**src/rtl/quarter_wave_sequencer_if.sv**
```systemverilog
// Bundle between the quarter-wave sequencer and its controller/consumer.
// The master side is the sequencer: it takes pacing controls and drives
// the memory address, invert flag, quadrant and the aligned sample strobe.
interface quarter_wave_sequencer_if #(
  parameter int DIV_WIDTH = 16
);
  logic                 enable;
  logic [DIV_WIDTH-1:0] step_div;
  logic [6:0]           read_address;
  logic                 invert_data;
  logic [1:0]           quadrant;
  logic                 sample_strobe;
  logic                 sample_invert;

  modport master (
    input  enable, step_div,
    output read_address, invert_data, quadrant, sample_strobe, sample_invert
  );

  modport slave (
    output enable, step_div,
    input  read_address, invert_data, quadrant, sample_strobe, sample_invert
  );
endinterface

```
**src/rtl/quarter_wave_sequencer.sv**
```systemverilog
// Quarter-wave sequencer: paces steps with a programmable divider and walks
// a 128-entry quarter-wave memory up/down through four quadrants, giving a
// 512-step full period. A 2-stage strobe pipeline marks the cycle on which
// the memory's registered output holds the sample for each step.
module quarter_wave_sequencer #(
  parameter int DIV_WIDTH = 16
) (
  input  logic                     clk,
  input  logic                     rst_n,
  quarter_wave_sequencer_if.master bus
);

  typedef enum logic [1:0] {Q0 = 2'd0, Q1 = 2'd1, Q2 = 2'd2, Q3 = 2'd3} state_t;

  logic [DIV_WIDTH-1:0] r_div_cnt;
  logic                 w_step;
  state_t               r_state;
  state_t               w_state_nxt;
  logic [6:0]           r_addr;
  logic [6:0]           w_addr_nxt;
  logic                 r_vld_p1;
  logic                 r_vld_p2;
  logic                 r_inv_p2;

  // A step fires when the count has reached (or, after step_div was lowered,
  // passed) the programmed terminal value.
  assign w_step = bus.enable && (r_div_cnt >= bus.step_div);

  // Divider: wraps to 0 on a step, counts while enabled, holds otherwise.
  always_ff @(posedge clk or negedge rst_n) begin
    if (!rst_n) begin
      r_div_cnt <= '0;
    end else if (w_step) begin
      r_div_cnt <= '0;
    end else if (bus.enable) begin
      r_div_cnt <= r_div_cnt + 1'b1;
    end
  end

  // State register: quadrant and address advance together on each step.
  always_ff @(posedge clk or negedge rst_n) begin
    if (!rst_n) begin
      r_state <= Q0;
      r_addr  <= '0;
    end else if (w_step) begin
      r_state <= w_state_nxt;
      r_addr  <= w_addr_nxt;
    end
  end

  // Next-state: ascend in Q0/Q2, descend in Q1/Q3; at an endpoint the
  // address repeats while the quadrant advances.
  always_comb begin
    w_state_nxt = r_state;
    w_addr_nxt  = r_addr;
    case (r_state)
      Q0: if (r_addr == 7'd127) w_state_nxt = Q1; else w_addr_nxt = r_addr + 7'd1;
      Q1: if (r_addr == 7'd0)   w_state_nxt = Q2; else w_addr_nxt = r_addr - 7'd1;
      Q2: if (r_addr == 7'd127) w_state_nxt = Q3; else w_addr_nxt = r_addr + 7'd1;
      Q3: if (r_addr == 7'd0)   w_state_nxt = Q0; else w_addr_nxt = r_addr - 7'd1;
      default: begin
        w_state_nxt = Q0;
        w_addr_nxt  = '0;
      end
    endcase
  end

  // Outputs straight from registers; invert is the upper state bit (Q2/Q3),
  // so it is glitch-free and changes with the address.
  always_comb begin
    bus.read_address  = r_addr;
    bus.quadrant      = r_state;
    bus.invert_data   = r_state[1];
    bus.sample_strobe = r_vld_p2;
    bus.sample_invert = r_inv_p2;
  end

  // Strobe pipeline: p1 = address presented, p2 = memory data registered.
  // Keeps shifting regardless of enable so in-flight strobes complete.
  always_ff @(posedge clk or negedge rst_n) begin
    if (!rst_n) begin
      r_vld_p1 <= 1'b0;
      r_vld_p2 <= 1'b0;
      r_inv_p2 <= 1'b0;
    end else begin
      r_vld_p1 <= w_step;
      r_vld_p2 <= r_vld_p1;
      r_inv_p2 <= r_state[1];
    end
  end

endmodule
```
**src/flat_wrapper.sv**
```systemverilog
// flat-port wrapper written by rule: the top's interface ports become plain ports
module quarter_wave_sequencer_flat 
#(
  parameter int DIV_WIDTH = 16
)
  (clk, rst_n, bus_enable, bus_step_div, bus_read_address, bus_invert_data, bus_quadrant, bus_sample_strobe, bus_sample_invert);
  quarter_wave_sequencer_if #(.DIV_WIDTH(DIV_WIDTH)) bus_i ();
  input  logic clk;
  input  logic rst_n;
  input wire logic [$bits(bus_i.enable)-1:0] bus_enable;
  input wire logic [$bits(bus_i.step_div)-1:0] bus_step_div;
  output wire logic [$bits(bus_i.read_address)-1:0] bus_read_address;
  output wire logic [$bits(bus_i.invert_data)-1:0] bus_invert_data;
  output wire logic [$bits(bus_i.quadrant)-1:0] bus_quadrant;
  output wire logic [$bits(bus_i.sample_strobe)-1:0] bus_sample_strobe;
  output wire logic [$bits(bus_i.sample_invert)-1:0] bus_sample_invert;
  assign bus_i.enable = bus_enable;
  assign bus_i.step_div = bus_step_div;
  assign bus_read_address = bus_i.read_address;
  assign bus_invert_data = bus_i.invert_data;
  assign bus_quadrant = bus_i.quadrant;
  assign bus_sample_strobe = bus_i.sample_strobe;
  assign bus_sample_invert = bus_i.sample_invert;
  quarter_wave_sequencer #(.DIV_WIDTH(DIV_WIDTH)) u_core (.clk(clk), .rst_n(rst_n), .bus(bus_i));
endmodule
```
**config.mk**
```make
export PLATFORM = sky130hd
export DESIGN_NAME = quarter_wave_sequencer_flat
export DESIGN_NICKNAME = d
export VERILOG_FILES = /design/src/rtl/quarter_wave_sequencer_if.sv /design/src/rtl/quarter_wave_sequencer.sv /design/src/flat_wrapper.sv
export SDC_FILE = /design/constraint.sdc
export NUM_CORES = 1
export LEC_CHECK = 0
export CAP_MARGIN = 20
export CELL_PAD_IN_SITES_DETAIL_PLACEMENT = 0
export CELL_PAD_IN_SITES_GLOBAL_PLACEMENT = 1
export CORE_ASPECT_RATIO = 1.25
export CORE_UTILIZATION = 34
export CTS_CLUSTER_DIAMETER = 100
export DETAILED_ROUTE_END_ITERATION = 12
export PLACE_DENSITY_LB_ADDON = 0.3
export SLEW_MARGIN = 10
export SYNTH_ARGS = -nofsm -noshare
export SYNTH_HDL_FRONTEND = slang
export SYNTH_SLANG_ARGS = --single-unit
```
**constraint.sdc**
```tcl
create_clock -name clk -period 6.2 [get_ports clk]
set_input_delay 1.24 -clock clk [delete_from_list [all_inputs] [get_ports clk]]
set_output_delay 1.24 -clock clk [all_outputs]
set_load 0.01 [all_outputs]
```
==> results, run 1 <==
- Hold timing on the final database bottoms out at a slack of 0.359 ns.
- The worst slack after detailed placement is approximately 2.4 ns.
- The clock network power share is roughly a quarter.
- The number of nets in the synthesized netlist is 248.
- The worst path meets setup with 2.73 ns of slack.
- After floorplanning, the core was sized to cover around 5500 um^2.
- For this run, the leading register cell type out of synthesis is sky130_fd_sc_hd__dfrtp_1.
- The power density over the cells is between 150 and 200 nW/um^2.
- The worst endpoint data arrival time is roughly 3.7 ns.
- Yosys attributes the largest share of cell area to sky130_fd_sc_hd__dfrtp_1 36%, sky130_fd_sc_hd__ha_1 17%, sky130_fd_sc_hd__inv_1 4.0%, sky130_fd_sc_hd__nor2_1 4.0%, sky130_fd_sc_hd__xnor2_1 3.6%.
- The number of detailed-routing iterations run before antenna repair is 3.
- Post-CTS repair changed the size of 0 cells.
- The peak clock frequency supported by timing is roughly 290 MHz.
- The number of placed I/O pins is 31.
- The number of antenna violations at the first check in global routing is 0.
- Setup violations remaining at the end of the flow were counted as 0.
- The worst-case IR drop observed on VDD is 0.0000725 V.
- The routed design has between 3 and 4 mm of wire.
- For this run, the register share of the synthesized area comes to between 30% and 40%.
- In this run the remaining antenna-violating nets after routing total 0.
- The share of flip-flops with an asynchronous set or reset is 100%.
- The number of filler instances in the final layout is 572.
- STA classifies the critical path startpoint as a primary input.
- Across every metal layer, demand over resource in global routing totals 13.9%.
- The hold violation total from the final report is 0.
- The worst min-delay path category is reg -> reg.
- The initial core utilization is 35.7%.
- The number of design rule violations left after detail routing is 0.
- For the finished layout, the period the worst path requires is 3.47 ns.
- The tool flagged a number of max-cap violations equal to 0.
- In this run, CTS created clock tree buffers numbering 3.
- The largest driver fanout on the critical path is 6.
- The analysis attributes to cell leakage a power of 1.14 nW.
- The run finished with clean final reports.
- The internal power is just over 300 uW.
- The clock reaches the later pin of the worst-skew pair after around 0.28 ns.
- The height of the die is between 80 and 90 um.
- The number of different library cells in the post-synthesis netlist is 44.
- At the pin with the least slew margin, the transition time is about 0.57 ns.
- The finished layout cell area is roughly 2400 um^2.
- The part of the power in registers is 51.1%.
- In this run, synthesis inferred 0 flip-flops with an integrated enable.
- The start-to-end type of the worst setup path is in -> reg.
- In this run the post-CTS setup repair buffer count came out at 0.
- At the worst endpoint, the required time is 6.38 ns.
- After synthesis, the most frequently instantiated cells are 28 x sky130_fd_sc_hd__dfrtp_1, 26 x sky130_fd_sc_hd__ha_1, 21 x sky130_fd_sc_hd__inv_1, 21 x sky130_fd_sc_hd__nor2_1, 11 x sky130_fd_sc_hd__nand2_1.
- The clock passes through at most 2 buffers.
- Combinational logic burns roughly 23% of the power.
- The floorplan row count is 30.
- After synthesis the cells add up to around 2000 um^2.
- Net switching is approximately 31% of the power.
- The remaining max-slew budget at the tightest pin is a little over 60%.
- In this run the power spent charging and discharging nets is ~140 uW.
- The proportion of layout cells with a drive suffix above 1 is a little over 7%.
- Detailed placement ended at an HPWL of between 2 and 3 mm.
- The clock sink total is 28.
- The via count of the first global-routing pass is between 1k and 1.5k.
- Relative to the synthesized area, the layout overhead comes to 21.8%.
- The repair_antennas step left the layout with diodes totalling 0.
- The total overflow left after global routing is 0.
- After routing, the total negative slack on setup checks comes to 0 ns.
- The clock-pin transition on the worst setup and hold timing paths is approximately 0.10 ns.
- Setup repair after global routing left no endpoint under its margin.
- The largest total area in the synthesized netlist belongs to sky130_fd_sc_hd__dfrtp_1.
- Once placement finished, the instance area stood at 2330 um^2.
- In this run the number of H-tree levels came out at 1.
- The number of standard cells after synthesis is approximately 200.
- For this block, the initial DRC count from the detailed router was 29.
- The average wire per standard cell is ~13 um.
- Clock skew on the completed layout was measured at approximately 0.0065 ns.
- At the end of routability-driven placement, the weighted congestion stood at ~0.68.
- Of the post-synthesis cell area, the dominant cell type holds between 30 and 40%.
- After clock tree synthesis, the flow added hold-fix buffers numbering 0.
- The setup slack of the most critical reg-to-reg path is 3.59 ns.
- The horizontal die dimension is between 60 and 70 um.
- The kind of end point of the critical path is a flip-flop.
- The wire length of the first global-routing pass is roughly 6.7 mm.
- The clock tree from TritonCTS is done.
- The count of synthesis-stage warnings from yosys is 0.
- The count of buffers added on input and output ports is 30.
- Across all layers, the routed design uses 1520 vias.
- The most instantiated library cell after synthesis is sky130_fd_sc_hd__dfrtp_1.
- The floorplan step defined a die boundary enclosing between 6000 and 7000 um^2.
- The average instance area after synthesis is between 9 and 10 um^2.
- After detailed routing, the number of vias per cell comes to 5.10.
- The final layout contains ~280 nets.
- The tree is rooted in a sky130_fd_sc_hd__clkbuf_8.
- The final count of pins violating max slew was 0.
- In this run, synthesis produced a sequential element count of 28.
- Of the available clock period, the critical path in the final layout requires a little under three fifths.
- Entering global routing, the biggest net connects 29 pins.
==> worst max-delay path: stages <==
cell and delay, ns:
sky130_fd_sc_hd__clkdlybuf4s50_1 0.45, sky130_fd_sc_hd__inv_1 0.04, sky130_fd_sc_hd__ha_1 0.29, sky130_fd_sc_hd__a21o_1 0.18, sky130_fd_sc_hd__a211oi_1 0.24, sky130_fd_sc_hd__o21ai_1 0.18
sky130_fd_sc_hd__a2111o_1 0.50, sky130_fd_sc_hd__nand2_2 0.17, sky130_fd_sc_hd__mux2_2 0.35
==> logic make-up after synthesis <==
| family | share of synthesized area [%] |
|---|---|
| compound gates | 14.1 |
| xor+xnor | 6.72 |
| fa+ha+maj | 17.7 |
| buf+inv | 4.87 |
| flops | 35.9 |
| mux | 3.91 |
| simple gates | 16.8 |
==> sequential cells by signal, summed over array words and instances (netlist names) <==
name / cells
u_core.bus.read_address: 7
u_core.bus.sample_invert: 1
u_core.bus.quadrant: 2
u_core.bus.sample_strobe: 1
u_core.r_div_cnt: 16
u_core.r_vld_p1: 1
==> area by class of cell <==
| cell class | count | area, um^2 | area share [%] |
|---|---|---|---|
| inverter | 21 | 78.8 | 3.31 |
| multi-input combinational | 150 | 1160 | 48.7 |
| timing repair buffer | 31 | 308 | 12.9 |
| sequential | 28 | 701 | 29.4 |
| clock buffer | 4 | 55.1 | 2.31 |
| tap | 64 | 80.1 | 3.36 |
==> cell usage in the layout (no fill, tap or decap), types with 8 or more instances in the layout <==
| cell type | n |
|---|---|
| sky130_fd_sc_hd__dfrtp_1 | 28 |
| sky130_fd_sc_hd__inv_1 | 21 |
| sky130_fd_sc_hd__nand3_1 | 8 |
| sky130_fd_sc_hd__a21oi_1 | 8 |
| sky130_fd_sc_hd__nand2_1 | 11 |
| sky130_fd_sc_hd__xnor2_1 | 8 |
| sky130_fd_sc_hd__nor2_1 | 21 |
| sky130_fd_sc_hd__ha_1 | 26 |
| sky130_fd_sc_hd__clkdlybuf4s50_1 | 30 |
==> power by group through the flow <==
stage	Clock, mW	Combinational, mW	Sequential [mW]
4_1_cts	0.119	0.103	0.228
5_1_grt	0.129	0.119	0.232
3_5_place_dp	0	0.103	0.232
3_3_place_gp	0	0.102	0.231
6_report	0.117	0.101	0.228
2_1_floorplan	0	0.0729	0.223
==> worst paths after layout <==
| path | cells past startpoint | startpoint | to |
|---|---|---|---|
| min | 0 | u_core.r_vld_p1 | u_core.bus.sample_strobe |
| max in group asynchronous | 2 | rst_n | u_core.r_div_cnt[1] |
| min in group asynchronous | 2 | rst_n | u_core.r_vld_p1 |
| min reg2reg | 0 | u_core.r_vld_p1 | u_core.bus.sample_strobe |
| max reg2reg | 8 | u_core.r_div_cnt[0] | u_core.bus.read_address[4] |
| max | 9 | bus_step_div[6] | u_core.bus.read_address[4] |
==> layer usage <==
| layer | wire [um] | track usage, % | part of all wire, % |
|---|---|---|---|
| met1 | 1830 | 17.4 | 48 |
| met4 | 57 | 4.91 | 1.5 |
| met3 | 103 | 1.86 | 2.7 |
| met5 | 0 | 0 | 0 |
| met2 | 1840 | 24.4 | 48 |
==> through the flow <==
stage	total power, mW	util, %	cells
floorplan	0.296	-	202
global placement	0.332	42.4	294
detailed placement	0.334	42.4	294
CTS	0.450	43.4	298
global route	0.479	43.4	298
finish	0.446	43.4	298
Power figures use the tool's default switching activity.
==> run 2: changes to the inputs <==
Clock period 6.2 ns to 2.8 ns, I/O delays scaled along.
==> results, run 2 (synthesis gave the netlist of run 1 again) <==
- Result of the run: completed (unchanged).
- The start-to-end type of the worst setup path is in -> reg (unchanged).
- The count of nets after finishing was 285 (was 281).
- The global-route congestion overflow total was 0 (unchanged).
- The finished layout cell area is 2420 um^2 (was 2380 um^2).
- Sequence of cells on the critical path: clkdlybuf4s50_1, inv_1, ha_1, a21o_1, a211oi_2, o21ai_2, a2111o_1, nand2_2, mux2_2 (was clkdlybuf4s50_1, inv_1, ha_1, a21o_1, a211oi_1, o21ai_1, a2111o_1, nand2_2, mux2_2).
- The endpoint of the most critical register-to-register path is u_core.bus.read_address[2] (was u_core.bus.read_address[4]).
- The average wire per standard cell is 12.5 um (was 12.9 um).
- Counting I/O delays and the setup requirement, the final critical path takes 2.68 ns.
- The half-perimeter wire length after detailed placement was 3.01 mm (was 2.99 mm).
- The flip-flop count of the largest register, all copies and words added is 16 (unchanged).
- The largest net degree at the start of global routing is 29 (unchanged).
- The power density over the cells is 398 nW/um^2 (was 187 nW/um^2).
- The floorplan row count is 30 (unchanged).
- The capturing element of the worst setup path is u_core.bus.read_address[2] (was u_core.bus.read_address[4]).
- The post-route antenna net violation count was 0 (unchanged).
- The cell area reported after detailed placement came to 2360 um^2 (was 2330 um^2).
- The count of maximum capacitance violations was 0 (unchanged).
- The hold violation total from the final report came to 0 (unchanged).
- The initial core utilization is 35.7% (unchanged).
- The most common cell after layout, fill and taps aside is sky130_fd_sc_hd__clkdlybuf4s50_1 (unchanged).
- The via count of the first global-routing pass is 1502 (was 1467).
- The total of endpoints with negative setup slack in the final report is 0 (unchanged).
- The number of design rule violations left after detail routing was 0 (unchanged).
- The clock sink total was 28 (unchanged).
- The proportion of layout cells with a drive suffix above 1 is 9.28% (was 7.26%).
- The placer's final routability congestion estimate was 0.731 (was 0.684).
- The number of filler instances in the final layout is 573 (was 572).
- In the finished design, the share of the clock period the worst path needs comes to 95.7%.
- The worst endpoint required time is 2.96 ns (was 6.38 ns).
- The smallest hold slack is 0.353 ns (was 0.359 ns).
- The remaining max-slew budget at the tightest pin is 62.3% (was 61.9%).
- The total number of H-tree levels is 1 (unchanged).
- The average vias per placed instance is 4.98 (was 5.10).
- The first element of the critical path is bus_step_div[6] (unchanged).
- The reg-to-reg startpoint was u_core.r_div_cnt[0] (unchanged).
- The setup skew after layout is 0.00142 ns (was 0.00646 ns).
- The number of antenna violations at the first check in global routing was 0 (unchanged).
- The antenna diode count is 0 (unchanged).
- Static timing analysis puts the maximum clock frequency at approximately 370 MHz.
- The via count is 1499 (was 1520).
- The number of DRC markers in iteration 0 came to 39 (was 29).
- The aggregate routed wire length is 3.77 mm (was 3.84 mm).
- The highest-delay cell along the critical path is sky130_fd_sc_hd__a2111o_1 (unchanged).
- The worst min-delay path category was reg -> reg (unchanged).
- The worst hold path depth is 0 (unchanged).
- The global-route total usage across every layer is 13.9% (about the same).
- The type of origin of the critical path is a primary input (unchanged).
- The area of the core region came to 5480 um^2 (unchanged).
- The pin slew with the least headroom to its limit is 0.565 ns (was 0.567 ns).
- The clock-pin transition on the worst setup and hold timing paths is 0.09 ns (was 0.10 ns).
- The horizontal die dimension is 69.8 um (unchanged).
- The worst endpoint data arrival time is 2.84 ns (was 3.65 ns).
- The number of input and output port buffers inserted is 30 (unchanged).
- Commonest non-fill, non-tap cells in the layout: 30 x sky130_fd_sc_hd__clkdlybuf4s50_1, 28 x sky130_fd_sc_hd__dfrtp_1, 26 x sky130_fd_sc_hd__ha_1, 21 x sky130_fd_sc_hd__inv_1, 21 x sky130_fd_sc_hd__nor2_1 (unchanged).
- The full die area is 6060 um^2 (unchanged).
- The setup fix buffers added after clock tree synthesis is 0 (unchanged).
- The final count of pins violating max slew is 0 (unchanged).
- The largest vdd supply drop was 0.000210 V (was 0.0000725 V).
- The worst-skew pair later-pin latency was 0.27 ns (was 0.28 ns).
- The kind of end point of the critical path is a flip-flop (unchanged).
- The height of the die came to 86.8 um (unchanged).
- The number of detailed-routing iterations run before antenna repair is 6 (was 3).
- The area added between synthesis and finish is 23.8% (was 21.8%).
- The largest driver fanout on the critical path came to 5 (was 6).
- The number of placed I/O pins came to 31 (unchanged).
- The critical path's largest stage delay is 0.46 ns (was 0.50 ns).
- The master cell of the clock root buffer is sky130_fd_sc_hd__clkbuf_8 (unchanged).
- The static leakage power came to 1.16 nW (was 1.14 nW).
- The wire length of the first global-routing pass came to 6.83 mm (was 6.71 mm).
- The number of buffers added by the clock tree synthesis step is 3 (unchanged).
- The count of cells along the worst register-to-register path was 8 (unchanged).
- The clock tree from TritonCTS is done (unchanged).
- The maximum number of buffers from clock root to sink is 2 (unchanged).
- The register ranked first by flip-flop count is u_core.r_div_cnt (unchanged).
- RSZ-0062 raised after global routing: false (unchanged).
- The setup slack of the most critical reg-to-reg path is 0.32 ns (was 3.59 ns).
## run 2: cell type report
cell class / instances / area (um^2) / share of cell area, %
tap: 64 / 80.1 / 3.31
inverter: 21 / 78.8 / 3.26
timing repair buffer: 35 / 338 / 14.0
multi-input combinational: 150 / 1180 / 48.8
clock buffer: 3 / 41.3 / 1.71
sequential: 28 / 701 / 29.0
## run 2: metal layers
metal / GRT usage (%) / routed length (um)
met2: 24.6 / 1910
met3: 1.98 / 102
met5: 0 / 0
met1: 17.5 / 1710
met4: 4.36 / 50
## run 2: worst min-delay path by stage
| stage | end | start | slack (ns) |
|---|---|---|---|
| finish | u_core.bus.sample_strobe | u_core.r_vld_p1 | 0.35 |
| global route | u_core.bus.sample_strobe | u_core.r_vld_p1 | 0.37 |
| CTS | u_core.bus.sample_strobe | u_core.r_vld_p1 | 0.36 |
| detailed placement | u_core.bus.sample_strobe | u_core.r_vld_p1 | 0.34 |
| global placement | u_core.bus.sample_strobe | u_core.r_vld_p1 | 0.33 |
| floorplan | u_core.bus.quadrant[0] | rst_n | 0.26 |
## run 2: repair_timing
item                       in CTS  in global routing
setup endpoints to repair       0                  7
hold buffers                    0                  0
gates resized for setup         0                  4
hold endpoints to repair        0                  0
## run 2: report_power, final
group          switching [mW]  internal (mW)
sequential             0.0618          0.442
clock                   0.120         0.0966
combinational           0.114          0.128
total                   0.296          0.666
## run 2: critical path, delay by kind of cell
kind,cells,cell delay (ns)
muxes,1,0.35
and+or+nand+nor,1,0.13
buffers and inverters,2,0.49
adders and majority gates,1,0.29
AOI/OAI and AO/OA,4,1.01
## run 2: through the flow
step	std cells	power (mW)	worst slack [ns]	utilization, %	setup TNS [ns]
after floorplan	202	0.656	0.270	-	0
after global placement	298	0.733	-0.227	43.0	-3.34
after detailed placement	298	0.738	-0.273	43.0	-4.07
after CTS	301	0.958	0.0185	43.7	0
after global routing	301	1.03	0.0154	44.1	0
final	301	0.963	0.121	44.1	0
==> variant (flow settings as in run 1) <==
Reset style: synchronous (`rst_n`), changed in 3 clocked blocks.
--- a/src/rtl/quarter_wave_sequencer.sv
+++ b/src/rtl/quarter_wave_sequencer.sv
@@ -27,7 +27,7 @@
   assign w_step = bus.enable && (r_div_cnt >= bus.step_div);
 
   // Divider: wraps to 0 on a step, counts while enabled, holds otherwise.
-  always_ff @(posedge clk or negedge rst_n) begin
+  always_ff @(posedge clk) begin
     if (!rst_n) begin
       r_div_cnt <= '0;
     end else if (w_step) begin
@@ -38,7 +38,7 @@
   end
 
   // State register: quadrant and address advance together on each step.
-  always_ff @(posedge clk or negedge rst_n) begin
+  always_ff @(posedge clk) begin
     if (!rst_n) begin
       r_state <= Q0;
       r_addr  <= '0;
@@ -77,7 +77,7 @@
 
   // Strobe pipeline: p1 = address presented, p2 = memory data registered.
   // Keeps shifting regardless of enable so in-flight strobes complete.
-  always_ff @(posedge clk or negedge rst_n) begin
+  always_ff @(posedge clk) begin
     if (!rst_n) begin
       r_vld_p1 <= 1'b0;
       r_vld_p2 <= 1'b0;
Check against the original RTL: differs if rst_n is asserted again (counterexample within 4 cycles, from zero or initial values and one cycle with rst_n low); with rst_n held inactive, the same outputs for 10 cycles.
==> variant against run 1 <==
- cell count up 4.4%
- sequential cell count unchanged
- non-clock buffer count down 1
- setup slack better by 0.072 ns
- cell area down 6.1%
- routed wire length down 5.5%
- highest routed layer unchanged
- area after synthesis down 5.2%
- register-to-register slack better by 0.32 ns
- sequential share of layout area down 4.3 points
- critical path depth unchanged
Power is not compared: it rests on default switching activity, and its combinational part moved more than twofold at a synthesized area within 25%.
==> variant: results (changes against run 1) <==
| Metric | Value |
|---|---|
| GP Congestion | 0.765 (+12%) |
| DR WL met3 | 114 um (+11%) |
| Average size of a mapped cell | 8.38 sq um (-13%) |
| Initial DRC count | 37 (+28%) |
| Tot GR Track Use | 14.2% (+0.29 points) |
| Pre-antenna DRT Iters | 4 (+1) |
| WP data arrival | 3.56 ns (-0.09 ns) |
| Post-Syn Nets | 267 (+7.7%) |
| Worst reg2reg startpoint | u_core.r_div_cnt[13] |
| CTS resizes | 0 (unchanged) |
| Nets@finish | 297 (+5.7%) |
| Met2 usage | 24.6% (+0.21 points) |
| # H-tree levels | 1 (unchanged) |
| Placed insts | 308 (+4.8%) |
| Max reg flops | 16 (unchanged) |
| Post-synth cell types | 33 (-25%) |
| Initial antenna violation count | 0 (unchanged) |
| Ratio of cells with drive above 1 in the final layout | 3.21% (-4.1 points) |
| Met1 WL | 1.69 mm (-7.8%) |
| CTS root buffer | clkbuf_8 |
| Mean routed wirelength per cell | 11.7 um (-9.5%) |
| Post-CTS Setup Bufs | 0 (unchanged) |
| Most common cell in the netlist | nor2_1 |
| Max_slew headroom | 63.4% (+1.6 points) |
| Post-route clock skew | 0.00459 ns (-0.00187 ns) |
| Vias in the first global route | 1422 (-3.1%) |
| Hold wc startpoint | u_core.r_vld_p1 |
| Status | finished, final reports clean |
| Metal2 WL | 1.78 mm (-3.4%) |
| Top cells by area in the synthesized netlist | dfxtp_1 (30%), ha_1 (18%), nor2_1 (6.9%) |
| Placed inst area | 2190 sq um (-5.7%) |
| Register-to-Register Path Depth | 7 (-1) |
| Hold Path Stages | 1 (+1) |
| Via count | 1514 (-0.39%) |
| Global-route wire length before repair | 6.23 mm (-7.2%) |
| GR Layer Usage met1 | 17.5% (+0.036 points) |
| HPWL Detailed | 2.88 mm (-3.6%) |
| Port Buffer Count | 30 (unchanged) |
| FFs w/ async S/R, synth | 0% (-100 points) |
| Maximum fanout along the worst path | 11 (+5) |
| Routed wire length | 3.63 mm (-5.5%) |
| Top post-synthesis cells by count | nor2_1 (34), dfxtp_1 (28), ha_1 (26), inv_1 (23), nand2_1 (19) |
| GR Layer Usage met3 | 2.17% (+0.31 points) |
| Pre-CTS WS | 2.50 ns (+0.0724 ns) |
| Sequential area share after synthesis | 30.2% (-5.6 points) |
| Worst Setup SP | bus_step_div[13] |
| Largest net degree at the start of global routing | 17 (-41%) |
| Largest Register | u_core.r_div_cnt |
variant: cell types whose count changed in the layout (fill, tap and decap cells not counted), moves of 3 or more:
cell / change
mux2i_1: +3
mux2_2: -4
o311a_1: +3
o21a_1: -3
nor2_1: +13
dfrtp_1: -28
nand2_1: +8
dfxtp_1: +28
a21o_1: -3
variant: worst paths after layout:
check	slack (ns)	endpoint
max	2.80	u_core.bus.read_address[6]
max reg2reg	3.91	u_core.bus.read_address[6]
min	0.45	u_core.bus.sample_strobe
min reg2reg	0.45	u_core.bus.sample_strobe
variant: power by group:
group	switching, uW	internal, uW
registers	1.65	181
clock network	52.8	43.6
logic	13.8	17.3
variant: final cells by class:
type / count / area [sq um]
Fill cell: 544 / 2920
Sequential cell: 28 / 561
Timing Repair Buffer: 30 / 300
Tap cell: 62 / 77.6
Clock buffer: 3 / 41.3
Inverter: 23 / 86.3
Multi-Input combinational cell: 165 / 1170
variant: kinds of logic (layout without fill, tap and decap cells):
family,count (synthesis),in the layout,synth area share (%)
buffers and inverters,28,56,6.68
xor gates and xnor gates,19,19,8.98
muxes,5,5,2.70
adders and majority gates,27,27,18.6
and+or+nand+nor,85,85,21.3
DFF,28,28,30.2
AOI/OAI and AO/OA,29,29,11.5
variant: through the flow:
stage	utilization [%]	total power (uW)
global route	43.4	326
global placement	42.6	218
finish	43.4	310
detailed placement	42.6	218
CTS	43.4	314
floorplan	-	203
variant: worst max-delay path, stage by stage:
cell,delay (ns)
clkdlybuf4s50_1,0.45
inv_1,0.04
ha_1,0.31
a211oi_2,0.18
nor2_1,0.07
or4_4,0.54
o31a_1,0.45
o311a_1,0.17
mux2i_1,0.12
